## src/rtl/qr_grid_writer_pkg.sv

```systemverilog
`default_nettype none
//============================================================================
// Module      : qr_pkg
// Description : Shared constants and FSM state type for the QR grid writer.
//               Optional feature macro QR_QUIET_ZONE_EN is consumed by the top.
// Revision    : 1.0 - initial release
//============================================================================
package qr_pkg;

    localparam int CODE_SIZE = 21;                      // modules per side (version 1)
    localparam int QR_BITS   = CODE_SIZE * CODE_SIZE;   // 441 grid bits
    localparam int ADDR_W    = 20;                      // frame-buffer address width
    localparam int QZ        = 4;                       // quiet-zone width in modules

    localparam int MS_W      = 9;                       // module_size / origin width
    localparam int MOD_W     = 5;                       // module index width (grid <= 31)
    localparam int POS_W     = 16;                      // pixel offset within rendered area
    localparam int ABS_W     = 17;                      // absolute pixel coordinate width

    typedef enum logic [1:0] {
        IDLE   = 2'd0,
        RENDER = 2'd1,
        DONE   = 2'd2
    } qr_wr_state_t;

endpackage
`default_nettype wire

```

## src/rtl/qr_grid_writer_scan_counter.sv

```systemverilog
`default_nettype none
//============================================================================
// Module      : qr_scan_counter
// Description : Nested pixel-in-module / module-index counter for one axis,
//               with a running pixel offset and a carry-out on wrap.
// Revision    : 1.0 - initial release
//============================================================================
module qr_scan_counter
    import qr_pkg::*;
(
    input  logic             clk,
    input  logic             rst,
    input  logic             i_clear,
    input  logic             i_advance,
    input  logic [MS_W-1:0]  i_module_size,
    input  logic [MOD_W-1:0] i_grid_last,
    output logic [MOD_W-1:0] o_module_idx,
    output logic [POS_W-1:0] o_pos,
    output logic             o_carry
);

    logic [MS_W-1:0]  r_pix;
    logic [MOD_W-1:0] r_mod;
    logic [POS_W-1:0] r_pos;
    logic             w_pix_last;
    logic             w_mod_last;

    assign w_pix_last   = (r_pix == (i_module_size - MS_W'(1)));
    assign w_mod_last   = (r_mod == i_grid_last);
    assign o_carry      = i_advance & w_pix_last & w_mod_last;
    assign o_module_idx = r_mod;
    assign o_pos        = r_pos;

    // Step the pixel counter; carry into the module index; wrap everything after the last module.
    always_ff @(posedge clk) begin
        if (rst || i_clear) begin
            r_pix <= '0;
            r_mod <= '0;
            r_pos <= '0;
        end else if (i_advance) begin
            if (w_pix_last) begin
                r_pix <= '0;
                if (w_mod_last) begin
                    r_mod <= '0;
                    r_pos <= '0;
                end else begin
                    r_mod <= r_mod + MOD_W'(1);
                    r_pos <= r_pos + POS_W'(1);
                end
            end else begin
                r_pix <= r_pix + MS_W'(1);
                r_pos <= r_pos + POS_W'(1);
            end
        end
    end

endmodule
`default_nettype wire

```

## src/rtl/qr_grid_writer.sv

```systemverilog
`default_nettype none
//============================================================================
// Module      : qr_grid_writer
// Description : Renders a latched 21x21 QR bit grid into the frame buffer,
//               one pixel write per clock in raster order, each module drawn
//               as a module_size x module_size block.
//               Macro QR_QUIET_ZONE_EN adds a light QZ-module border.
// Revision    : 1.0 - initial release
//============================================================================
module qr_grid_writer
    import qr_pkg::*;
#(
    parameter int WIDTH  = 480,
    parameter int HEIGHT = 320
)(
    input  logic               clk_in,
    input  logic               rst_in,
    input  logic               start_render,
    input  logic [QR_BITS-1:0] qr_code,
    input  logic [MS_W-1:0]    module_size,
    input  logic [MS_W-1:0]    origin_x,
    input  logic [MS_W-1:0]    origin_y,
    output logic [ADDR_W-1:0]  write_address,
    output logic               write_data,
    output logic               write_enable,
    output logic               busy,
    output logic               done
);

`ifdef QR_QUIET_ZONE_EN
    localparam int c_GRID = CODE_SIZE + 2 * QZ;
`else
    localparam int c_GRID = CODE_SIZE;
`endif
    localparam logic [MOD_W-1:0] c_GRID_LAST = MOD_W'(c_GRID - 1);

    qr_wr_state_t       r_state;
    logic [QR_BITS-1:0] r_code;
    logic [MS_W-1:0]    r_ms;
    logic [MS_W-1:0]    r_ox;
    logic [MS_W-1:0]    r_oy;

    logic               w_accept;
    logic               w_beat;
    logic [MOD_W-1:0]   w_x_mod;
    logic [MOD_W-1:0]   w_y_mod;
    logic [POS_W-1:0]   w_x_pos;
    logic [POS_W-1:0]   w_y_pos;
    logic               w_x_carry;
    logic               w_y_carry;
    logic [MOD_W-1:0]   w_col;
    logic [MOD_W-1:0]   w_row;
    logic               w_in_code;
    logic [8:0]         w_idx;
    logic               w_data;
    logic [ABS_W-1:0]   w_abs_x;
    logic [ABS_W-1:0]   w_abs_y;
    logic               w_clip;
    logic [ADDR_W-1:0]  w_addr;

    assign w_accept = (r_state == IDLE) && start_render;
    assign w_beat   = (r_state == RENDER) && (r_ms != '0);

    qr_scan_counter u_x_cnt (
        .clk           (clk_in),
        .rst           (rst_in),
        .i_clear       (w_accept),
        .i_advance     (w_beat),
        .i_module_size (r_ms),
        .i_grid_last   (c_GRID_LAST),
        .o_module_idx  (w_x_mod),
        .o_pos         (w_x_pos),
        .o_carry       (w_x_carry)
    );

    // Row counter steps only when a full row of pixels wraps; its carry marks the last beat.
    qr_scan_counter u_y_cnt (
        .clk           (clk_in),
        .rst           (rst_in),
        .i_clear       (w_accept),
        .i_advance     (w_x_carry),
        .i_module_size (r_ms),
        .i_grid_last   (c_GRID_LAST),
        .o_module_idx  (w_y_mod),
        .o_pos         (w_y_pos),
        .o_carry       (w_y_carry)
    );

`ifdef QR_QUIET_ZONE_EN
    localparam logic [MOD_W-1:0] c_QZ_M  = MOD_W'(QZ);
    localparam logic [MOD_W-1:0] c_END_M = MOD_W'(QZ + CODE_SIZE);
    assign w_in_code = (w_x_mod >= c_QZ_M) && (w_x_mod < c_END_M) &&
                       (w_y_mod >= c_QZ_M) && (w_y_mod < c_END_M);
    assign w_col     = w_x_mod - c_QZ_M;
    assign w_row     = w_y_mod - c_QZ_M;
`else
    assign w_in_code = 1'b1;
    assign w_col     = w_x_mod;
    assign w_row     = w_y_mod;
`endif

    // Border modules fall outside the code and are drawn light; the index is only meaningful inside.
    assign w_idx   = 9'(w_row) * 9'(CODE_SIZE) + 9'(w_col);
    assign w_data  = w_in_code & r_code[w_idx];

    assign w_abs_x = ABS_W'(r_ox) + ABS_W'(w_x_pos);
    assign w_abs_y = ABS_W'(r_oy) + ABS_W'(w_y_pos);
    assign w_clip  = (w_abs_x >= ABS_W'(WIDTH)) || (w_abs_y >= ABS_W'(HEIGHT));
    assign w_addr  = ADDR_W'(w_abs_y) * ADDR_W'(WIDTH) + ADDR_W'(w_abs_x);

    // Control FSM with registered frame-buffer outputs; clipped beats still take their cycle.
    always_ff @(posedge clk_in) begin
        if (rst_in) begin
            r_state       <= IDLE;
            r_code        <= '0;
            r_ms          <= '0;
            r_ox          <= '0;
            r_oy          <= '0;
            write_address <= '0;
            write_data    <= 1'b0;
            write_enable  <= 1'b0;
            busy          <= 1'b0;
            done          <= 1'b0;
        end else begin
            done <= 1'b0;
            case (r_state)
                IDLE: begin
                    write_enable <= 1'b0;
                    if (start_render) begin
                        r_code  <= qr_code;
                        r_ms    <= module_size;
                        r_ox    <= origin_x;
                        r_oy    <= origin_y;
                        busy    <= 1'b1;
                        r_state <= RENDER;
                    end
                end
                RENDER: begin
                    if (r_ms == '0) begin
                        busy    <= 1'b0;
                        done    <= 1'b1;
                        r_state <= IDLE;
                    end else begin
                        write_address <= w_addr;
                        write_data    <= w_data;
                        write_enable  <= ~w_clip;
                        if (w_y_carry) begin
                            r_state <= DONE;
                        end
                    end
                end
                DONE: begin
                    write_enable <= 1'b0;
                    busy         <= 1'b0;
                    done         <= 1'b1;
                    r_state      <= IDLE;
                end
                default: begin
                    r_state <= IDLE;
                end
            endcase
        end
    end

endmodule
`default_nettype wire

```

## config.mk

```make
export PLATFORM = sky130hd
export DESIGN_NAME = qr_grid_writer
export DESIGN_NICKNAME = d
export VERILOG_FILES = /design/src/rtl/qr_grid_writer_pkg.sv /design/src/rtl/qr_grid_writer_scan_counter.sv /design/src/rtl/qr_grid_writer.sv
export SDC_FILE = /design/constraint.sdc
export NUM_CORES = 1
export LEC_CHECK = 0
export ABC_AREA = 1
export CAP_MARGIN = 20
export CELL_PAD_IN_SITES_DETAIL_PLACEMENT = 0
export CELL_PAD_IN_SITES_GLOBAL_PLACEMENT = 1
export CORE_ASPECT_RATIO = 1.5
export CORE_MARGIN = 5
export CORE_UTILIZATION = 30
export CTS_CLUSTER_SIZE = 25
export DETAILED_ROUTE_END_ITERATION = 16
export MAX_ROUTING_LAYER = met4
export PLACE_DENSITY = 0.66
export SLEW_MARGIN = 15
export SYNTH_ARGS = -nofsm -noshare
export SYNTH_HDL_FRONTEND = slang
export SYNTH_SLANG_ARGS = --single-unit
```

## constraint.sdc

```tcl
create_clock -name clk_in -period 6.7 [get_ports clk_in]
set_input_delay 2.01 -clock clk_in [delete_from_list [all_inputs] [get_ports clk_in]]
set_output_delay 2.01 -clock clk_in [all_outputs]
set_load 0.05 [all_outputs]
```

==> results.md, run 1 <==
* Number of cells upsized or downsized after cts at 0
* Initial standard-cell utilization of the core at 0.3015
* Number of nets in the layout at between 4000 and 5000
* Die outline area at 0.1009 sq mm
* Library cell with the largest summed area after synthesis: dfxtp_1
* Detailed Place HPWL at 77390 microns
* Total Wirelength at ~110000 microns
* Number of max-cap violations at 0
* Post-CTS clock slew at the launch and capture registers of the worst setup and hold paths at 0.06 ns
* Final hold slack at between 0.4 and 0.5 ns
* Number of buffers inserted by port buffering at 494
* Endpoint of the worst hold-timing path: r_code[173]
* Endpoint of the worst register-to-register path: write_address[18]
* Number of synthesized register bits at 554
* Layout Area Growth over Synthesis at 27.65%
* Unrepaired setup endpoints after global routing: false
* Crit start category: register
* Accumulated negative setup slack at 0 ns
* Fraction of layout cells with a size suffix above 1 at 0.03987
* Die height at slightly below 400 microns
* # H-tree levels at 2
* Setup Slack @ Placement at between 1 and 1.5 ns
* Net count after synthesis at 4659
* Transition time at the pin with the least slew margin at 1.155 ns
* Max_slew headroom at 0.2301
* Prevailing post-synth register cell: dfxtp_1
* CTS hold repair buffers at 0
* Post-synth ARST share at 0
* Count of standard-cell rows at around 140
* Kind of critical path: reg -> reg
* Hold Path Class: reg -> reg
* Non-filler instance count after layout at 5726
* Detailed-route DRC error count at 0
* Number of buffers on the longest clock path at 3
* Placed instance count at 5598
* Max-slew violation count at 0
* Result of the run: complete, no violations
* Delay of the slowest critical-path stage at 0.41 ns
* Synthesized instance count at ~4000
* Crit path max-delay cell type: fa_1
* Power per Cell Area at 261.7 mW/mm^2
* Depth of the worst register-to-register path at 31
* Worst-path fanout max at 5
* Routed WL per cell at 18.87 microns
* Hold Path Stages at 2
* Worst-Skew Late Latency at 0.65 ns
* Routed Antenna Nets at 0
* Count of routing violations after the opening detailed-route iteration at approximately 1500
* Placeable core area at 0.09410 sq mm
* Max Clk Rate at 178.3 MHz
* Portion of synthesized cell area occupied by the leading cell type at 0.3909
* Post-CTS setup-driven buffer insertion count at 0
* Top cells by area, synth: dfxtp_1 39%, o21ai_0 12%, nor2_1 10%
* Wire length of the first global-routing pass at 162600 microns
* Fraction of the yosys area taken by sequential cells at 0.3909
* Crit end category: register
* Vias at 27420
* Startpoint of the worst-slack reg-to-reg timing path: u_y_cnt.o_pos[0]
* FILL cells at 10130
* Routability-driven placement congestion ratio at 0.8872
* Leak at 14.60 nW
* Initial antenna violation count at 29
* Fin crit share at 0.8373
* Number of clock sinks seen by CTS at between 500 and 600
* Number of enable-type register cells in the synthesized netlist at 0
* Worst IR drop on VDD at approximately 0.18 mV
* Final setup skew at 0.03677 ns
* Origin of the worst min-delay path: r_code[173]
* Via count of the first global-routing pass at approximately 27000
* Hold Fails Final Rpt at 0
* Number of top-level design ports at 495
* Synthesis Warnings at 0
* Cell with the most instances on the worst path: inv_1
* Mapped cell area at 0.02837 sq mm
* Reg-to-reg setup timing slack at ~1.1 ns
* Number of distinct library cell variants in the gate-level netlist after synthesis at 55
* GR Util All Layers at 0.2115
* Master cell of the clock root buffer: clkbuf_16
* Commonest cells in the netlist: 788 x nor2_1, 687 x o21ai_0, 554 x dfxtp_1, 393 x inv_1, 373 x nand2_1
* Critical path data required time at 7.23 ns
* Syn avg cell area at between 6 and 7 sq um
* Most common cell in the netlist: nor2_1
* Arrival time at the worst endpoint at 6.14 ns
* TritonCTS clock tree: done
* Remaining global-route overflow at 0
* Post-layout worst setup margin at between 1 and 1.5 ns
* Vias per cell at 4.788
* Number of buffers added by the clock tree synthesis step at 58
* Min Tclk post-route at ~5.6 ns
* DIE WIDTH at between 200 and 300 microns
* Setup violation total in the final timing report at 0
* First-pass iteration count of the detailed router at 5
* Pin count of the biggest net entering global routing at 226
[report_power, final]
group | leakage, nW | switching, mW | internal (mW) | total, mW
combinational | 9.07 | 1.38 | 0.876 | 2.25
clock | 0.958 | 1.44 | 1.91 | 3.35
sequential | 4.58 | 0.172 | 3.70 | 3.87
[stage by stage]
| stage | area [sq um] | util | power (mW) |
|---|---|---|---|
| 3_5_place_dp | 34210 | 0.3636 | 6.222 |
| 2_1_floorplan | 28370 | - | 5.373 |
| 5_1_grt | 36210 | 0.3848 | 10.04 |
| 3_3_place_gp | 34210 | 0.3636 | 6.203 |
| 4_1_cts | 36150 | 0.3841 | 9.630 |
| 6_report | 36210 | 0.3848 | 9.476 |
[critical path, delay by kind of cell (launching register included)]
kind | cells | cell delay, ns
AND/OR/NAND/NOR | 10 | 1.19
adder cells (fa/ha/maj) | 6 | 2.02
buffers and inverters | 6 | 0.55
flip-flops | 1 | 0.36
AO/OA/AOI/OAI | 6 | 0.79
XOR/XNOR | 3 | 0.58
[state kept, by name, summed over array words and instances, names as in the netlist]
register              count
u_x_cnt.o_pos            16
write_address            20
u_x_cnt.o_module_idx      5
r_code                  441
r_state                   2
r_oy                      9
u_y_cnt.o_module_idx      5
write_enable              1
u_y_cnt.r_pix             9
r_ms                      9
done                      1
write_data                1
u_x_cnt.r_pix             9
u_y_cnt.o_pos            16
r_ox                      9
busy                      1
[cell type report]
| class | instances | area [sq um] | area share |
|---|---|---|---|
| Tap cell | 1260 | 1577 | 0.04353 |
| Timing Repair Buffer | 523 | 5250 | 0.1450 |
| Antenna cell | 27 | 67.56 | 0.001866 |
| Sequential cell | 554 | 11090 | 0.3063 |
| Inverter | 403 | 1529 | 0.04222 |
| Multi-Input combinational cell | 2858 | 14770 | 0.4077 |
| Clock inverter | 20 | 275.3 | 0.007601 |
| Clock buffer | 81 | 1659 | 0.04581 |
[worst max path at each step]
stage / slack, ns / from / end
finish: 1.09 / u_y_cnt.o_pos[0] / write_address[18]
global route: 0.69 / u_y_cnt.o_pos[0] / write_address[18]
CTS: 1.09 / u_y_cnt.o_pos[0] / write_address[18]
detailed placement: 1.13 / u_y_cnt.o_pos[0] / write_address[18]
global placement: 1.20 / u_y_cnt.o_pos[0] / write_address[18]
floorplan: 1.77 / u_y_cnt.o_pos[0] / write_address[18]
[placed cells by master, fill, tap and decap left out, types with 3 or more instances in the layout]
cell,count
o22ai_1,16
xnor2_1,19
o21bai_1,4
nand2_2,4
clkbuf_1,12
nor2_1,786
ha_1,86
fa_1,19
a21o_1,5
nor2_2,6
a31oi_1,3
nand2_4,3
clkinv_2,14
clkbuf_8,10
ha_4,3
inv_2,8
nand2_1,372
diode_2,27
xor2_1,73
buf_12,7
o221ai_1,6
nor2_4,6
nand4_1,25
or2_2,10
nand3b_1,5
a21oi_1,360
o211ai_1,72
o21ai_0,687
nor4_1,4
o21ai_1,15
bufinv_16,5
nor3b_1,8
dfxtp_1,554
clkbuf_16,59
nor3_1,33
inv_1,391
clkdlybuf4s50_1,494
nand3_1,197
buf_4,22
[layer usage]
metal,GRT usage,part of all wire,vias to the layer above,wire length [microns]
met3,0.04143,0.055,113,5895
met5,-,0,-,0
met2,0.3684,0.50,576,54220
met4,0.05612,0.024,0,2542
met1,0.2492,0.42,12660,45410
li1,-,-,14070,-
[cells by family after synthesis]
family | Yosys count | share of synthesized area
AO/OA/AOI/OAI | 1179 | 0.2179
XOR/XNOR | 96 | 0.03043
adder cells (fa/ha/maj) | 109 | 0.05337
buffers and inverters | 667 | 0.09086
flip-flops | 554 | 0.3909
AND/OR/NAND/NOR | 1474 | 0.2165
Note: power is estimated with default switching activity, not from simulation.
==> run 2: changes to the inputs <==
- clock period: 6.7 -> 5.75 ns (I/O delays scaled with it)
==> run 2 against run 1 <==
Effect of this change: first-iteration DRC count shrank 3.1%; worst hold slack about the same; sequential cell count is the same; sequential power is 17% higher; critical endpoint unchanged; via count up 0.72%; critical path depth shrank 4; combinational power increased by 19%; setup slack worse by 0.63 ns; sequential share of layout area fell by 0.33 points; largest power group unchanged.
==> results.md, run 2 (synthesis gave the netlist of run 1 again) <==
* First-pass iteration count of the detailed router at 5
* Final setup skew at 0.02309 ns
* # H-tree levels at 2
* Number of buffers on the longest clock path at 3
* Overall power consumption at 11.39 mW
* Reg-to-reg setup timing slack at 0.46 ns
* Accumulated negative setup slack at 0 ns
* Pin count of the biggest net entering global routing at about 220
* Post-layout worst setup margin at 0.4571 ns
* Clock share of power at 0.370
* Routed Antenna Nets at 0
* Total Wirelength at 109000 microns
* Critical path data required time at 6.28 ns
* Result of the run: complete, no violations
* Hold Path Class: reg -> reg
* Internal power consumption at roughly 7.8 mW
* Net switching power at between 3 and 4 mW
* Kind of critical path: reg -> reg
* FILL cells at 10130
* CTS hold repair buffers at 0
* Wire length of the first global-routing pass at 162800 microns
* Worst-path fanout max at 6
* Crit end category: register
* Final hold slack at 0.4422 ns
* Detailed Place HPWL at 78660 microns
* Routability-driven placement congestion ratio at 0.8504
* Routed WL per cell at 18.94 microns
* Number of max-cap violations at 0
* Number of clock sinks seen by CTS at 554
* Regs by FF count: r_code: 441 flops, write_address: 20 flops
* Number of buffers added by the clock tree synthesis step at 59
* Initial standard-cell utilization of the core at 0.3015
* Crit start category: register
* GR Util All Layers at 0.2130
* Layout Area Growth over Synthesis at 29.05%
* Flip-flop count of the largest register, all copies and words added at 441
* Power per Cell Area at 311.0 mW/mm^2
* Min Tclk post-route at 5.293 ns
* Leak at ~15 nW
* Worst IR drop on VDD at 0.2019 mV
* Vias per cell at roughly 4.8
* Worst-Skew Late Latency at 0.65 ns
* Die outline area at 0.1009 sq mm
* Commonest non-fill, non-tap cell in the layout: nor2_1
* FF/Latch Area at 0.01109 sq mm
* Placeable core area at 0.09410 sq mm
* Footprint of the multi-input gates at roughly 0.015 sq mm
* TritonCTS clock tree: done
* Max_slew headroom at 0.2898
* Most flop-heavy register: r_code
* Via count of the first global-routing pass at 27490
* Number of buffers inserted by port buffering at roughly 490
* Remaining global-route overflow at 0
* Setup Slack @ Placement at between 0.4 and 0.5 ns
* Fraction of power consumed by combinational cells at 0.234
* Sequential share of power at 0.396
* Post-CTS clock slew at the launch and capture registers of the worst setup and hold paths at about 0.07 ns
* Count of standard-cell rows at 138
* Fraction of layout cells with a size suffix above 1 at 0.04704
* Setup violation total in the final timing report at 0
* Transition time at the pin with the least slew margin at between 1 and 1.5 ns
* Vias at 27610
* Fin crit share at 0.9205
* Arrival time at the worst endpoint at 5.82 ns
* Initial antenna violation count at 32
* Max-slew violation count at 0
* Max Clk Rate at 188.9 MHz
* Number of nets in the layout at 4995
* Die height at 386.6 microns
* Switching share of power at 0.3127
* Number of top-level design ports at 495
* DIE WIDTH at ~260 microns
* Hold Fails Final Rpt at 0
* Detailed-route DRC error count at 0
* Leading cell types in the layout, fill and taps excluded: 786 x nor2_1, 687 x o21ai_0, 554 x dfxtp_1, 494 x clkdlybuf4s50_1, 390 x inv_1
* Master cell of the clock root buffer: clkbuf_16
* Count of routing violations after the opening detailed-route iteration at 1500
run 2: critical path, cell delays in order (launching register included):
cell       delay (ns)
dfxtp_1          0.37
ha_2             0.21
inv_1            0.06
fa_1             0.39
xnor2_1          0.19
inv_1            0.10
fa_1             0.53
inv_1            0.06
fa_1             0.52
inv_1            0.06
fa_1             0.43
o21ai_1          0.34
a21oi_1          0.12
nor2_1           0.10
nor2_1           0.05
xor2_1           0.14
inv_1            0.08
ha_1             0.40
nand2_1          0.09
nor2_1           0.13
nand3_1          0.09
o2111ai_1        0.16
nand2_1          0.09
inv_1            0.07
o21ai_1          0.07
xor2_1           0.17
o21ai_1          0.11
inv_1            0.04
run 2: final cells by class:
cell class              count  area share
clock buffers              80     0.04634
multi-input cells        2858      0.4037
flip-flops and latches    554      0.3029
inverters                 403     0.04176
well taps                1260     0.04306
repair buffers            539      0.1483
clock inverters            30     0.01183
diodes                     31    0.002119
run 2: stage by stage:
step	cell area, sq um	cells	utilization
2_1_floorplan	28370	4079	-
3_3_place_gp	34350	5612	0.3651
3_5_place_dp	34350	5612	0.3651
4_1_cts	36480	5722	0.3877
5_1_grt	36600	5752	0.3890
6_report	36610	5755	0.3890
run 2: final timing paths:
kind | from | to | depth (start not counted)
worst min register to register | r_code[113] | r_code[113] | 2
worst max register to register | u_y_cnt.o_pos[0] | write_address[18] | 27
worst min-delay path | r_code[113] | r_code[113] | 2
worst max-delay path | u_y_cnt.o_pos[0] | write_address[18] | 27
run 2: what timing repair did:
item                                    in CTS  in global routing
resized for setup                            0                  4
endpoints found under the setup margin       0                  4
setup buffers                                0                  1
run 2: per-layer routing:
layer / track usage / wire (microns)
met4: 0.06864 / 3014
met1: 0.2461 / 44880
met5: - / 0
met2: 0.3695 / 55210
met3: 0.04312 / 5920
run 2: power by group through the flow:
stage	Sequential [mW]	Combinational [mW]	Clock, mW
after floorplan	4.64	1.62	0
after CTS	4.51	2.70	4.33
after detailed placement	4.60	2.69	0
after global placement	4.58	2.67	0
after global routing	4.56	3.02	4.47
final	4.51	2.67	4.21
